## src/rtl/mem_access_unit_if.sv

```systemverilog
// Bus request/response channel between the memory access unit and the memory
// system. The unit is the master; memory (or a bench model) is the slave.
interface mem_access_unit_if;
    logic        req_valid;
    logic        req_ready;
    logic        req_we;
    logic [31:0] req_addr;
    logic [31:0] req_wdata;
    logic [3:0]  req_wstrb;
    logic        rsp_valid;
    logic [31:0] rsp_rdata;
    logic        rsp_err;

    modport master (
        output req_valid, req_we, req_addr, req_wdata, req_wstrb,
        input  req_ready, rsp_valid, rsp_rdata, rsp_err
    );

    modport slave (
        input  req_valid, req_we, req_addr, req_wdata, req_wstrb,
        output req_ready, rsp_valid, rsp_rdata, rsp_err
    );
endinterface

```

## src/rtl/mem_access_unit.sv

```systemverilog
// Memory access unit for the MEM pipeline stage. Turns a load/store request
// from the EX/MEM register into one word-aligned bus transaction, extracts and
// extends load data, and reports completion, fault and stall to the pipeline.
// Build option: MISALIGN_CHECK_EN -- when defined, misaligned half/word
// accesses fault immediately without a bus request; otherwise the low address
// bits are cleared to natural alignment.
module mem_access_unit #(
    parameter int unsigned TIMEOUT_CYCLES = 255
) (
    input  logic              clk,
    input  logic              reset_n,
    input  logic [31:0]       ALUResult_m,
    input  logic [31:0]       StoreData_m,
    input  logic              WE_m,
    input  logic              RE_m,
    input  logic [1:0]        Size_m,
    input  logic              Unsigned_m,
    mem_access_unit_if.master bus,
    output logic [31:0]       LoadData_m,
    output logic              mem_done,
    output logic              mem_fault,
    output logic              mem_stall
);

    typedef enum logic [1:0] {IDLE, REQ, WAIT, DONE} state_t;

    localparam logic [15:0] TIMEOUT_LAST = 16'(TIMEOUT_CYCLES - 1);

    state_t      state;
    state_t      state_next;
    logic [29:0] word_addr;
    logic [1:0]  lane_q;
    logic [1:0]  size_q;
    logic        uns_q;
    logic        we_q;
    logic [31:0] wdata_q;
    logic [3:0]  wstrb_q;
    logic [15:0] wait_cnt;
    logic [31:0] load_q;
    logic        fault_q;
    logic        access;
    logic        misalign;
    logic        timeout;
    logic [1:0]  lane_in;

    // Byte lane of the access after forcing natural alignment.
    function automatic logic [1:0] lane_of(input logic [1:0] size, input logic [1:0] addr_lo);
        case (size)
            2'b00:   return addr_lo;
            2'b01:   return {addr_lo[1], 1'b0};
            default: return 2'b00;
        endcase
    endfunction

    function automatic logic [3:0] make_wstrb(input logic [1:0] size, input logic [1:0] lane);
        case (size)
            2'b00:   return 4'b0001 << lane;
            2'b01:   return 4'b0011 << lane;
            default: return 4'b1111;
        endcase
    endfunction

    // Replicate the source so the slave finds it in whichever lane the strobe selects.
    function automatic logic [31:0] make_wdata(input logic [1:0] size, input logic [31:0] data);
        case (size)
            2'b00:   return {4{data[7:0]}};
            2'b01:   return {2{data[15:0]}};
            default: return data;
        endcase
    endfunction

    function automatic logic [31:0] load_extract(input logic [31:0] rdata, input logic [1:0] size,
                                                 input logic [1:0] lane, input logic uns);
        logic signed [7:0]  b;
        logic signed [15:0] h;
        logic signed [31:0] b_ext;
        logic signed [31:0] h_ext;
        b     = rdata[{lane, 3'b000} +: 8];
        h     = rdata[{lane, 3'b000} +: 16];
        b_ext = b;
        h_ext = h;
        case (size)
            2'b00:   return uns ? {24'h000000, b} : b_ext;
            2'b01:   return uns ? {16'h0000, h} : h_ext;
            default: return rdata;
        endcase
    endfunction

    assign access  = WE_m | RE_m;
    assign lane_in = lane_of(Size_m, ALUResult_m[1:0]);
    assign timeout = (wait_cnt == TIMEOUT_LAST);

`ifdef MISALIGN_CHECK_EN
    assign misalign = ((Size_m == 2'b01) && ALUResult_m[0]) ||
                      (Size_m[1] && (ALUResult_m[1:0] != 2'b00));
`else
    assign misalign = 1'b0;
`endif

    // State register
    always_ff @(posedge clk or negedge reset_n) begin
        if (!reset_n) begin
            state <= IDLE;
        end else begin
            state <= state_next;
        end
    end

    // Next-state and handshake/status outputs; stall in IDLE is gated by reset
    // so a request held on the inputs cannot show through while reset is low.
    always_comb begin
        state_next    = state;
        bus.req_valid = 1'b0;
        mem_done      = 1'b0;
        mem_stall     = 1'b0;
        case (state)
            IDLE: begin
                if (access) begin
                    mem_stall  = reset_n;
                    state_next = misalign ? DONE : REQ;
                end
            end
            REQ: begin
                bus.req_valid = 1'b1;
                mem_stall     = 1'b1;
                if (bus.req_ready) state_next = WAIT;
            end
            WAIT: begin
                mem_stall = 1'b1;
                if (bus.rsp_valid || timeout) state_next = DONE;
            end
            DONE: begin
                mem_done   = 1'b1;
                state_next = IDLE;
            end
            default: state_next = IDLE;
        endcase
    end

    // Capture the access in IDLE, time the response in WAIT, and register the
    // result on the way into DONE; response priority over timeout on the last cycle.
    always_ff @(posedge clk or negedge reset_n) begin
        if (!reset_n) begin
            word_addr <= '0;
            lane_q    <= '0;
            size_q    <= '0;
            uns_q     <= 1'b0;
            we_q      <= 1'b0;
            wdata_q   <= '0;
            wstrb_q   <= '0;
            wait_cnt  <= '0;
            load_q    <= '0;
            fault_q   <= 1'b0;
        end else begin
            case (state)
                IDLE: begin
                    if (access) begin
                        if (misalign) begin
                            load_q  <= '0;
                            fault_q <= 1'b1;
                        end else begin
                            word_addr <= ALUResult_m[31:2];
                            lane_q    <= lane_in;
                            size_q    <= Size_m;
                            uns_q     <= Unsigned_m;
                            we_q      <= WE_m;
                            wdata_q   <= make_wdata(Size_m, StoreData_m);
                            wstrb_q   <= make_wstrb(Size_m, lane_in);
                        end
                    end
                end
                REQ: begin
                    wait_cnt <= '0;
                end
                WAIT: begin
                    if (bus.rsp_valid) begin
                        load_q  <= we_q ? 32'h0 : load_extract(bus.rsp_rdata, size_q, lane_q, uns_q);
                        fault_q <= bus.rsp_err;
                    end else if (timeout) begin
                        load_q  <= '0;
                        fault_q <= 1'b1;
                    end else begin
                        wait_cnt <= wait_cnt + 16'd1;
                    end
                end
                default: ;
            endcase
        end
    end

    assign bus.req_we    = we_q;
    assign bus.req_addr  = {word_addr, 2'b00};
    assign bus.req_wdata = wdata_q;
    assign bus.req_wstrb = wstrb_q;
    assign LoadData_m    = load_q;
    assign mem_fault     = fault_q;

endmodule

```

## src/flat_wrapper.sv

```systemverilog
// flat-port wrapper written by rule: the top's interface ports become plain ports
module mem_access_unit_flat 
#(
    parameter int unsigned TIMEOUT_CYCLES = 255
)
  (clk, reset_n, ALUResult_m, StoreData_m, WE_m, RE_m, Size_m, Unsigned_m, LoadData_m, mem_done, mem_fault, mem_stall, bus_req_valid, bus_req_we, bus_req_addr, bus_req_wdata, bus_req_wstrb, bus_req_ready, bus_rsp_valid, bus_rsp_rdata, bus_rsp_err);
  mem_access_unit_if bus_i ();
  input  logic clk;
  input  logic reset_n;
  input  logic [31:0] ALUResult_m;
  input  logic [31:0] StoreData_m;
  input  logic WE_m;
  input  logic RE_m;
  input  logic [1:0] Size_m;
  input  logic Unsigned_m;
  output logic [31:0] LoadData_m;
  output logic mem_done;
  output logic mem_fault;
  output logic mem_stall;
  output wire logic [$bits(bus_i.req_valid)-1:0] bus_req_valid;
  output wire logic [$bits(bus_i.req_we)-1:0] bus_req_we;
  output wire logic [$bits(bus_i.req_addr)-1:0] bus_req_addr;
  output wire logic [$bits(bus_i.req_wdata)-1:0] bus_req_wdata;
  output wire logic [$bits(bus_i.req_wstrb)-1:0] bus_req_wstrb;
  input wire logic [$bits(bus_i.req_ready)-1:0] bus_req_ready;
  input wire logic [$bits(bus_i.rsp_valid)-1:0] bus_rsp_valid;
  input wire logic [$bits(bus_i.rsp_rdata)-1:0] bus_rsp_rdata;
  input wire logic [$bits(bus_i.rsp_err)-1:0] bus_rsp_err;
  assign bus_req_valid = bus_i.req_valid;
  assign bus_req_we = bus_i.req_we;
  assign bus_req_addr = bus_i.req_addr;
  assign bus_req_wdata = bus_i.req_wdata;
  assign bus_req_wstrb = bus_i.req_wstrb;
  assign bus_i.req_ready = bus_req_ready;
  assign bus_i.rsp_valid = bus_rsp_valid;
  assign bus_i.rsp_rdata = bus_rsp_rdata;
  assign bus_i.rsp_err = bus_rsp_err;
  mem_access_unit #(.TIMEOUT_CYCLES(TIMEOUT_CYCLES)) u_core (.clk(clk), .reset_n(reset_n), .ALUResult_m(ALUResult_m), .StoreData_m(StoreData_m), .WE_m(WE_m), .RE_m(RE_m), .Size_m(Size_m), .Unsigned_m(Unsigned_m), .bus(bus_i), .LoadData_m(LoadData_m), .mem_done(mem_done), .mem_fault(mem_fault), .mem_stall(mem_stall));
endmodule
```

## config.mk

```make
export PLATFORM = sky130hd
export DESIGN_NAME = mem_access_unit_flat
export DESIGN_NICKNAME = d
export VERILOG_FILES = /design/src/rtl/mem_access_unit_if.sv /design/src/rtl/mem_access_unit.sv /design/src/flat_wrapper.sv
export SDC_FILE = /design/constraint.sdc
export NUM_CORES = 1
export LEC_CHECK = 0
export ABC_AREA = 1
export ABC_CLOCK_PERIOD_IN_PS = 3900
export BUFFER_PORTS_ARGS = -buffer_cell sky130_fd_sc_hd__buf_4
export CORE_ASPECT_RATIO = 0.7
export CORE_UTILIZATION = 45
export DETAILED_ROUTE_END_ITERATION = 16
export PLACE_DENSITY = 0.73
export SYNTH_ARGS = -nofsm -noshare
export SYNTH_HDL_FRONTEND = slang
export SYNTH_SLANG_ARGS = --single-unit
```

## constraint.sdc

```tcl
create_clock -name clk -period 3.9 [get_ports clk]
set_clock_uncertainty 0.15 [all_clocks]
set_input_delay 0 -clock clk [delete_from_list [all_inputs] [get_ports clk]]
set_output_delay 0 -clock clk [all_outputs]
set_load 0.01 [all_outputs]
```

* Word level (Yosys, flattened, before mapping)
Cells that the tools add are included.
Storage, ports and cells: bits in registers 123, input bits 106, output and inout bits 105, word-level logic and storage cells 61
Cells by class: add/subtract/negate cells 1, equal/unequal tests 11, shift operators 4, multiplexer cells 22, bitwise logic cells 1, reduce and logical (&&, ||, !) cells 11
Operator list (number):
- 2-to-1 mux 32 bit | 5
- one-hot mux 32 bit (2 select lines) | 2
- 2-to-1 mux 16 bit | 2
- one-hot mux 16 bit (2 select lines) | 1
- variable part select 32 x 6 -> 16 bit | 1
- variable part select 32 x 6 -> 8 bit | 1
- adder 16 x 1 -> 16 bit (second input constant) | 1
- == test 16 x 8 -> 1 bit (second input constant) | 1
- one-hot mux 2 bit (4 select lines) | 1
- one-hot mux 4 bit (2 select lines) | 1
- == test 2 x 1 -> 1 bit (second input constant) | 3
- zero test 2 bit | 3
- 2-to-1 mux 2 bit | 3
- inequality test 2 bit (second input constant) | 3
- AND reduction 3 bit | 2
- 2-to-1 mux 1 bit | 5
- == test 2 bit (second input constant) | 2
- inequality test 2 x 1 -> 1 bit (second input constant) | 2
- one-hot mux 2 bit (2 select lines) | 1
- AND reduction 2 bit | 2
- nonzero test 2 bit | 2
- << shifter 1 x 2 -> 4 bit (first input constant) | 1
- << shifter 2 x 2 -> 4 bit (first input constant) | 1
- one-hot mux 1 bit (2 select lines) | 1
- 3 further kinds | 3

* Logic depth before layout (Yosys ltp)
Gate-level depths: netlist of the first run.
depth after elaboration 5, gate-level depth with buffers 11, mapped depth without buffers 10

* Least setup slack after synthesis of the first run
Ideal clock, no wire load.
path kind flip-flop to flip-flop, start point reg u_core.state[0], end point reg u_core.wait_cnt[9], setup time 0.116 ns, arrival time 1.492 ns, required time 3.634 ns, slack 2.142 ns, cell stages (with the launch flop) 9, path buffers 1, clock period less this slack 1.758 ns, cell sequence dfrtp_1 > inv_1 > ha_1 > clkinv_1 > nand2_1 > nand2_2 > buf_6 > nand2_1 > nand2_1
Between the ends: longest elaborated chain between the ends 3, elaborated cells between the ends (all ways) 7, those cells by class 4 x eq/ne; 1 x mux; 2 x reduce/logical
Ends and longest elaborated chain:
- from (decl) | RTL line mem_access_unit.sv:29 | state_t state;
- from (signal assigned) | RTL line mem_access_unit.sv:105 | state <= state_next;
- == test 2 bit / == test 2 x 1 -> 1 bit (equally long branches) | RTL line mem_access_unit.sv:155 | case (state)
- inequality test 2 bit (no source line) / nonzero test 2 bit (equally long branches)
- AND reduction 3 bit (no source line)
- to (signal assigned) | RTL line mem_access_unit.sv:183 | wait_cnt <= wait_cnt + 16'd1;
- to (decl) | RTL line mem_access_unit.sv:38 | logic [15:0] wait_cnt;
Parallel ways exist; a longest one is shown, timed or not. A chain may end at the register's enable or synchronous reset.

* Worst setup path after layout of the first run
start point reg u_core.lane_q[0], end point reg u_core.load_q[8], in the netlist u_core.LoadData_m[8]
Between the ends: longest elaborated chain between the ends 5, elaborated cells between the ends (all ways) 7, those cells by class 2 x shift; 5 x mux
Ends and longest elaborated chain:
- from (decl) | RTL line mem_access_unit.sv:32 | logic [1:0] lane_q;
- from (signal assigned) | RTL line mem_access_unit.sv:163 | lane_q <= lane_in;
- variable part select 32 x 6 -> 16 bit / variable part select 32 x 6 -> 8 bit (equally long branches) | RTL line mem_access_unit.sv:79, mem_access_unit.sv:78
- 2-to-1 mux 32 bit (on tied branches) | RTL line mem_access_unit.sv:84, mem_access_unit.sv:83
- one-hot mux 32 bit (2 select lines) (*) | RTL line mem_access_unit.sv:82 | case (size)
- 2-to-1 mux 32 bit (*) | RTL line mem_access_unit.sv:177 | load_q <= we_q ? 32'h0 : load_extract(bus.rsp_rdata, size_q, lane_q, uns_q);
- 2-to-1 mux 32 bit (*) | RTL line mem_access_unit.sv:176 | if (bus.rsp_valid) begin
- to (signal assigned) | RTL line mem_access_unit.sv:177
- to (decl) | RTL line mem_access_unit.sv:39 | logic [31:0] load_q;
Every way passes the cells marked *; elsewhere a longest branch is shown, timed or not.

==> impl_metrics.json, run 1 <==
{
  "hold-worst-slack_ns": 0.0365,
  "drive_gt1_share_pct": 21.9,
  "start_util_pct": 46.7,
  "synth.avg_cell_area_um2": 7.55,
  "cellPowerDensity_nw_per_um2": 687,
  "drc": 0,
  "grt_antenna_before_repair": 1,
  "place.gp.congestion": 0.907,
  "grt_overflow": 0,
  "cp-start-kind": "flip-flop",
  "seq_area_frac_synth_pct": 49.5,
  "crit_arrival_ns": 3.41,
  "clock-root-buffer": "clkbuf_16",
  "synth-main-ff-cell": "dfrtp_1",
  "timing.final.crit_share_pct": 82.5,
  "yosysWarnings": 0,
  "regArea_um2": 3080,
  "hold_path_class": "primary input to flip-flop",
  "io_buffers": 208,
  "mostFrequentLayoutCells": "nand2_1, buf_4, dlygate4sd3_1",
  "end_kind": "flip-flop",
  "area_growth_pct": 60.8,
  "dieArea_um2": 14300,
  "cts-htree-levels": 4,
  "synth_edf_count": 0,
  "cts_tree": "yes",
  "tightestPinTransition_ns": 0.975,
  "critical_path_peak_fanout": 23,
  "total_leakage_power_nw": 5.08,
  "syn-instance-count": 824,
  "hpwl_mm": 12.8,
  "cts_made_buffers": 17,
  "setup-tns-final_ns": 0,
  "die_w_um": 143,
  "fmax_mhz": 311,
  "multi_input_area_um2": 2690,
  "grt_max_degree": 96,
  "async_reset_ff_share_pct": 100,
  "slew_headroom_pct": 35.0,
  "ys_seq_elements": 123,
  "synth_top_area_share_pct": 49.5,
  "coreArea_um2": 13300,
  "outcome": "finished, final reports clean",
  "crit_type": "flip-flop to flip-flop",
  "rows": 35,
  "clk_pin_slew_ns": 0.06,
  "fillers": 953,
  "drtAntennaViolNets": 0,
  "track_usage_pct": 32.2,
  "nNetsFinal": 1288,
  "routed_wl_mm": 22.2,
  "finalSetupViolCount": 0,
  "dieHeight_um": 100,
  "finalHoldViolCount": 0,
  "layout_commonest_cell": "nand2_1",
  "min_period_ns": 3.22,
  "wl_per_cell_um": 16.2,
  "slew_violations": 0,
  "ios": 211,
  "cts.sinks": 123,
  "vias_per_cell": 5.15,
  "ys_top_cells_by_area": "dfrtp_1, nand2_1, o21ai_0, nor2_1, inv_1",
  "first_global_vias": 7044,
  "ys_types": 36,
  "num_vias": 7071,
  "clockBufferDepth": 2,
  "synth_top_cell_by_area": "dfrtp_1",
  "rsz0062_at_grt": "no",
  "drv_cap": 0,
  "grt_pass1_wl_mm": 35.5,
  "dr.pass1.iters": 6,
  "irDropWorstVdd_mv": 0.454,
  "cp_data_required_time_ns": 4.10,
  "clock_latency_ns": 0.41,
  "first_iter_violations": 523,
  "synth_area_um2": 6220
}
## Yosys cell counts (6+ instances only)
master    count
o21ai_0      61
ha_1          7
nor3_1        7
inv_1        61
o21ai_1      10
buf_6         6
nand3_1      44
clkbuf_1     14
nand2_1     322
dfrtp_1     123
nor2_1       64
buf_2        14
a21oi_1      43
## layout make-up
type | instances | area share (%)
inverters | 65 | 2.44
flip-flops and latches | 123 | 30.8
diodes | 1 | 0.0250
clock buffers | 17 | 4.25
multi-input cells | 599 | 26.9
well taps | 185 | 2.31
repair buffers | 369 | 31.8
clock inverters | 14 | 1.48
## layer usage
layer / global-route usage (%) / vias to the layer above / share of wire, %
li1: - / 3313 / -
met1: 40.1 / 3326 / 41
met2: 53.7 / 388 / 48
met3: 8.97 / 44 / 8.8
met4: 12.0 / 0 / 2.4
met5: 0 / - / 0
## critical path, stage by stage, from the launching register on
cell and delay [ns]:
dfrtp_1 0.78, inv_2 0.27, nand2_1 0.13, nand3_1 0.07, nand2_1 0.11, nand3_2 0.23
nand3_1 0.17, dlygate4sd3_1 0.55, nand2_1 0.06, dlygate4sd3_1 0.58, nand2_1 0.06
## registers in the layout (all words and copies together) (netlist names)
register              flops
u_core.size_q             2
u_core.mem_fault          1
u_core.bus.req_we         1
u_core.wait_cnt          16
u_core.bus.req_wdata     32
u_core.state              2
u_core.LoadData_m        32
u_core.lane_q             2
u_core.word_addr         30
u_core.uns_q              1
u_core.bus.req_wstrb      4
## cell families after synthesis
logic type      count (synthesis)  share of synthesized area [%]
compound gates                130                           11.2
xor+xnor                        7                          0.986
fa+ha+maj                       7                           1.41
buf+inv                       103                           7.46
flops                         123                           49.5
other cells                     1                         0.0603
simple gates                  453                           29.4
## through the flow
stage          area, um2  power, mW  util (%)  cells  setup slack [ns]
2_1_floorplan       6220       3.69         -    825              2.14
3_3_place_gp        7840       4.83      58.9   1183              1.64
3_5_place_dp        7840       4.89      58.9   1183              1.49
4_1_cts            10000       6.77      75.1   1372             0.745
5_1_grt            10000       7.31      75.1   1373             0.484
6_report           10000       6.87      75.1   1373             0.683
## worst paths after layout
path,startpoint,end,slack [ns],cells after the start
worst max-delay path,u_core.lane_q[0],u_core.LoadData_m[8],0.68,10
worst min-delay path,Size_m[1],u_core.bus.req_wdata[30],0.04,3
worst max register to register,u_core.lane_q[0],u_core.LoadData_m[8],0.68,10
worst min register to register,u_core.LoadData_m[7],u_core.LoadData_m[7],0.33,2
max in group asynchronous,reset_n,u_core.word_addr[22],2.74,3
min in group asynchronous,reset_n,u_core.bus.req_wdata[26],0.06,2
## power breakdown
part	total [mW]	internal [mW]	switching, mW	leakage (nW)
clock	1.54	0.939	0.604	0.279
sequential	2.23	1.79	0.437	1.56
combinational	3.10	1.41	1.69	3.25
## repair_timing
action / in CTS / in global routing
endpoints found under the setup margin: 0 / 0
buffers inserted: 0 / 0
gates resized for setup: 0 / 0
hold buffers: 158 / 0
hold endpoints to repair: 158 / 0
(Power assumes the default switching activity.)
==> run 2, diff against run 1 <==
--- a/config.mk
+++ b/config.mk
@@ -6,7 +6,7 @@
 export NUM_CORES = 1
 export LEC_CHECK = 0
 export ABC_AREA = 1
-export ABC_CLOCK_PERIOD_IN_PS = 3900
+export ABC_CLOCK_PERIOD_IN_PS = 3350
 export BUFFER_PORTS_ARGS = -buffer_cell sky130_fd_sc_hd__buf_4
 export CORE_ASPECT_RATIO = 0.7
 export CORE_UTILIZATION = 45
==> constraint.sdc (replaced) <==
create_clock -name clk -period 3.35 [get_ports clk]
set_clock_uncertainty 0.15 [all_clocks]
set_input_delay 0 -clock clk [delete_from_list [all_inputs] [get_ports clk]]
set_output_delay 0 -clock clk [all_outputs]
set_load 0.01 [all_outputs]
==> impl_metrics.json, run 2 (synthesized netlist as in run 1, its figures left out) <==
{
  "ff2ff_path_depth": 8,
  "nNetsFinal": 1277,
  "io_buffers": 208,
  "cts-htree-levels": 4,
  "place.gp.congestion": 0.864,
  "fillers": 1022,
  "finalSetupViolCount": 0,
  "grt_max_degree": 96,
  "drc": 0,
  "drv_cap": 0,
  "grt_antenna_before_repair": 0,
  "drive_gt1_share_pct": 22.4,
  "clock-root-buffer": "clkbuf_16",
  "crit_arrival_ns": 3.01,
  "dr.pass1.iters": 5,
  "cp-start-kind": "flip-flop",
  "cts_resized": 0,
  "total_leakage_power_nw": 5.09,
  "post-place-ws_ns": 1.04,
  "min_path_cells": 5,
  "min_period_ns": 2.86,
  "hpwl_mm": 12.9,
  "start_util_pct": 46.7,
  "finalHoldViolCount": 0,
  "fmax_mhz": 350,
  "ios": 211,
  "crit_type": "flip-flop to flip-flop",
  "mostFrequentLayoutCells": "nand2_1, buf_4, dlygate4sd3_1",
  "slew_violations": 0,
  "first_global_vias": 6815,
  "hold_path_class": "primary input to flip-flop",
  "routed_wl_mm": 21.8,
  "cellPowerDensity_nw_per_um2": 810,
  "rsz0062_at_grt": "no",
  "grt_overflow": 0,
  "finalWorstSetupSlack_ns": 0.490,
  "clockBufferDepth": 2,
  "clock_latency_ns": 0.42,
  "cp_data_required_time_ns": 3.50,
  "critPathSlowestCell": "clkinv_1",
  "die_w_um": 143,
  "timing.final.crit_share_pct": 85.4,
  "irDropWorstVdd_mv": 0.457,
  "outcome": "finished, final reports clean",
  "area_growth_pct": 59.3,
  "rows": 35,
  "cts.sinks": 123,
  "end_kind": "flip-flop",
  "drtAntennaViolNets": 0,
  "first_iter_violations": 547,
  "wl_per_cell_um": 16.0,
  "coreArea_um2": 13300,
  "layout_commonest_cell": "nand2_1",
  "finalPower_mw": 8.03,
  "track_usage_pct": 31.7,
  "clk_pin_slew_ns": 0.06,
  "dieHeight_um": 100,
  "dieArea_um2": 14300,
  "path_cells": "inv_1, ha_1, o21ai_4, clkinv_1, buf_4, o21ai_0, nor2_1, dlygate4sd3_1",
  "vias_per_cell": 5.06,
  "cts_made_buffers": 17,
  "slew_headroom_pct": 32.5,
  "cts_tree": "yes",
  "num_vias": 6896,
  "tightestPinTransition_ns": 1.01,
  "setup-tns-final_ns": 0,
  "critical_path_peak_fanout": 24,
  "antennaDiodeCount": 0,
  "critPathMaxStageDelay_ns": 0.55,
  "grt_pass1_wl_mm": 34.8
}
==> run 2: changes by cell type in the layout (fill, tap and decap cells not counted), sizes merged <==
cell / delta
diode: -1
clkinv: -5
inv: +4
clkinvlp: +1
clkbuf: +1
dlygate4sd3: -15
buf: +4
==> run 2: cell type report <==
class | count | area [um2] | share of cell area (%)
clock buffer | 18 | 429 | 4.33
tap | 185 | 231 | 2.34
sequential | 123 | 3080 | 31.1
multi-input combinational | 599 | 2690 | 27.2
clock inverter | 14 | 160 | 1.62
inverter | 65 | 244 | 2.46
timing repair buffer | 358 | 3070 | 31.0
==> run 2: worst paths after layout <==
path,start,endpoint,slack [ns]
setup / recovery,u_core.state[0],u_core.bus.req_wstrb[1],0.49
hold / removal,Size_m[1],u_core.bus.req_wstrb[3],0.04
setup reg to reg,u_core.state[0],u_core.bus.req_wstrb[1],0.49
hold reg to reg,u_core.LoadData_m[16],u_core.LoadData_m[16],0.33
max in group asynchronous,reset_n,u_core.LoadData_m[1],2.13
min in group asynchronous,reset_n,u_core.wait_cnt[1],0.53
==> run 2: per-stage QoR <==
stage               util, %  instances  instance area, um2  hold WS (ns)
floorplan                 -        825                6220        -0.446
global placement       59.1       1186                7870        -0.178
detailed placement     59.1       1186                7870        -0.179
CTS                    74.4       1362                9910       0.00563
global route           74.4       1362                9910        0.0802
finish                 74.4       1362                9910        0.0377
==> run 2: worst max-delay path, delay by kind of cell (launching register included) <==
kind	cells	cell delay (ns)
DFF	1	0.39
adders and majority gates	1	0.25
AOI/OAI and AO/OA	2	0.24
and+or+nand+nor	1	0.05
buffers and inverters	4	1.65
==> run 2: power breakdown <==
group | switching [mW] | total, mW | internal, mW
Clock | 0.760 | 1.87 | 1.11
Sequential | 0.507 | 2.59 | 2.08
Combinational | 1.95 | 3.57 | 1.62
==> run 2: per-layer routing <==
metal / routed length [um] / share of wire [%] / up-vias / global-route usage [%]
li1: - / - / 3287 / -
met5: 0 / 0 / - / 0
met4: 638 / 2.9 / 0 / 15.1
met2: 10200 / 47 / 334 / 50.3
met1: 9220 / 42 / 3212 / 40.7
met3: 1770 / 8.1 / 63 / 8.06
==> run 2: timing repair <==
item                                    CTS  global route
endpoints found under the setup margin    0             0
endpoints found under the hold margin   229             0
hold buffers                            144             0
setup buffers                             0             0
==> run 3, diff against run 2 <==
--- a/config.mk
+++ b/config.mk
@@ -6,7 +6,7 @@
 export NUM_CORES = 1
 export LEC_CHECK = 0
 export ABC_AREA = 1
-export ABC_CLOCK_PERIOD_IN_PS = 3350
+export ABC_CLOCK_PERIOD_IN_PS = 2800
 export BUFFER_PORTS_ARGS = -buffer_cell sky130_fd_sc_hd__buf_4
 export CORE_ASPECT_RATIO = 0.7
 export CORE_UTILIZATION = 45
==> constraint.sdc (replaced) <==
create_clock -name clk -period 2.8 [get_ports clk]
set_clock_uncertainty 0.15 [all_clocks]
set_input_delay 0 -clock clk [delete_from_list [all_inputs] [get_ports clk]]
set_output_delay 0 -clock clk [all_outputs]
set_load 0.01 [all_outputs]
==> impl_metrics.json, run 3 (synthesized netlist as in run 1, its figures left out) <==
{
  "outcome": "finished, final reports clean",
  "fillers": 963,
  "dr.pass1.iters": 6,
  "irDropWorstVdd_mv": 0.637,
  "drive_gt1_share_pct": 23.4,
  "drtAntennaViolNets": 0,
  "drc": 0,
  "wl_met3_mm": 1.94,
  "p_clk_share_pct": 21.7,
  "cp-start-kind": "flip-flop",
  "clock-root-buffer": "clkbuf_16",
  "timing.final.crit_share_pct": 93.5,
  "start_util_pct": 46.7,
  "track_usage_pct": 31.4,
  "dieArea_um2": 14300,
  "clk_pin_slew_ns": 0.06,
  "cellPowerDensity_nw_per_um2": 966,
  "crit_type": "flip-flop to flip-flop",
  "cts-htree-levels": 4,
  "grt_pass1_wl_mm": 34.5,
  "min_period_ns": 2.62,
  "drv_cap": 0,
  "fmax_mhz": 382,
  "top_layer_used": "met4",
  "area_growth_pct": 61.9,
  "path_buf_inv": 4,
  "p_switching_mw": 3.89,
  "grt_antenna_before_repair": 1,
  "grt_overflow": 0,
  "hpwl_mm": 13.2,
  "critPathMaxStageDelay_ns": 0.57,
  "crit_arrival_ns": 2.76,
  "wl_met1_mm": 9.04,
  "coreArea_um2": 13300,
  "end_kind": "flip-flop",
  "cp-startpoint": "u_core.lane_q[1]",
  "total_leakage_power_nw": 5.19,
  "num_vias": 6987,
  "grt_max_degree": 61,
  "cts_tree": "yes",
  "clock_latency_ns": 0.41,
  "layout_commonest_cell": "nand2_1",
  "routed_wl_mm": 21.9,
  "internal_power_mw": 5.84,
  "cts_made_buffers": 17,
  "mostFrequentLayoutCells": "nand2_1, buf_4, dlygate4sd3_1",
  "place.gp.congestion": 0.899,
  "p_sw_share_pct": 39.9,
  "wl_per_cell_um": 15.8,
  "path_cells": "clkinvlp_4, buf_4, a21oi_4, inv_1, nor3_1, o21ai_0, dlygate4sd3_1",
  "first_global_vias": 6691,
  "hold_path_class": "primary input to flip-flop",
  "hold_start": "Size_m[1]",
  "cts.sinks": 123,
  "tightestPinTransition_ns": 0.984,
  "slew_violations": 0,
  "clockBufferDepth": 2,
  "finalHoldViolCount": 0,
  "ios": 211,
  "cp_data_required_time_ns": 2.94,
  "vias_per_cell": 5.04,
  "nNetsFinal": 1299,
  "setup-tns-final_ns": 0,
  "io_buffers": 208,
  "comb_power_share_pct": 47.0,
  "rsz0062_at_grt": "no",
  "critical_path_peak_fanout": 12,
  "rows": 35,
  "cpLargestDelayFamily": "buffers and inverters",
  "dp.cells": 1192,
  "first_iter_violations": 534,
  "pwr-share-seq_pct": 31.3,
  "die_w_um": 143,
  "rr_startpoint": "u_core.lane_q[1]",
  "dieHeight_um": 100,
  "layout.cells.non_filler": 1385,
  "critPathSlowestCell": "dlygate4sd3_1",
  "wl_met2_mm": 10.4,
  "finalSetupViolCount": 0,
  "slew_headroom_pct": 34.2
}
[run 3: worst paths after layout]
path	slack, ns	to	cells after the start
max in group asynchronous	1.11	u_core.wait_cnt[15]	3
hold reg to reg	0.33	u_core.LoadData_m[15]	2
setup / recovery	0.18	u_core.LoadData_m[1]	7
setup reg to reg	0.18	u_core.LoadData_m[1]	7
hold / removal	0.01	u_core.bus.req_wdata[15]	3
min in group asynchronous	0.05	u_core.wait_cnt[1]	3
[run 3: power groups by stage]
| stage | clock, mW | sequential [mW] | combinational (mW) |
|---|---|---|---|
| final | 2.11 | 3.04 | 4.57 |
| after global routing | 2.22 | 3.11 | 5.00 |
| after floorplan | 0 | 3.18 | 1.96 |
| after global placement | 0 | 3.00 | 3.81 |
| after CTS | 2.13 | 2.99 | 4.38 |
| after detailed placement | 0 | 2.99 | 3.88 |
[run 3: area by class of cell]
type | instances | area (um2) | area share [%]
antenna | 1 | 2.50 | 0.0248
clock buffer | 17 | 425 | 4.22
clock inverter | 15 | 141 | 1.40
inverter | 65 | 251 | 2.50
multi-input combinational | 599 | 2690 | 26.7
sequential | 123 | 3080 | 30.6
tap | 185 | 231 | 2.30
timing repair buffer | 380 | 3250 | 32.2
[run 3: metrics by stage]
step | power (mW) | util, % | setup slack [ns] | hold WS (ns) | cell area (um2)
6_report | 9.73 | 75.6 | 0.183 | 0.0144 | 10100
5_1_grt | 10.3 | 75.6 | 0.0219 | 0.0412 | 10100
4_1_cts | 9.50 | 75.1 | 0.0589 | 0.00625 | 10000
3_5_place_dp | 6.88 | 59.4 | 0.524 | -0.221 | 7910
3_3_place_gp | 6.81 | 59.4 | 0.619 | -0.213 | 7910
2_1_floorplan | 5.14 | - | 1.04 | -0.446 | 6220
[run 3: metal layers]
metal / vias to the layer above / global-route usage [%]
met5: - / 0
met4: 0 / 11.2
met3: 44 / 8.02
met2: 344 / 52.0
met1: 3260 / 39.9
li1: 3339 / -
[run 3: repair_timing]
action,4_1_cts,5_1_grt
hold endpoints to repair,231,0
resized for setup,0,3
buffers inserted,0,8
hold buffers,152,0
setup endpoints to repair,0,12
[run 3: worst reg2reg max path, delay by kind of cell, from the launching register on]
kind,cells,cell delay [ns]
buffers and inverters,4,1.07
flip-flops,1,0.51
AND/OR/NAND/NOR,1,0.38
AO/OA/AOI/OAI,2,0.40
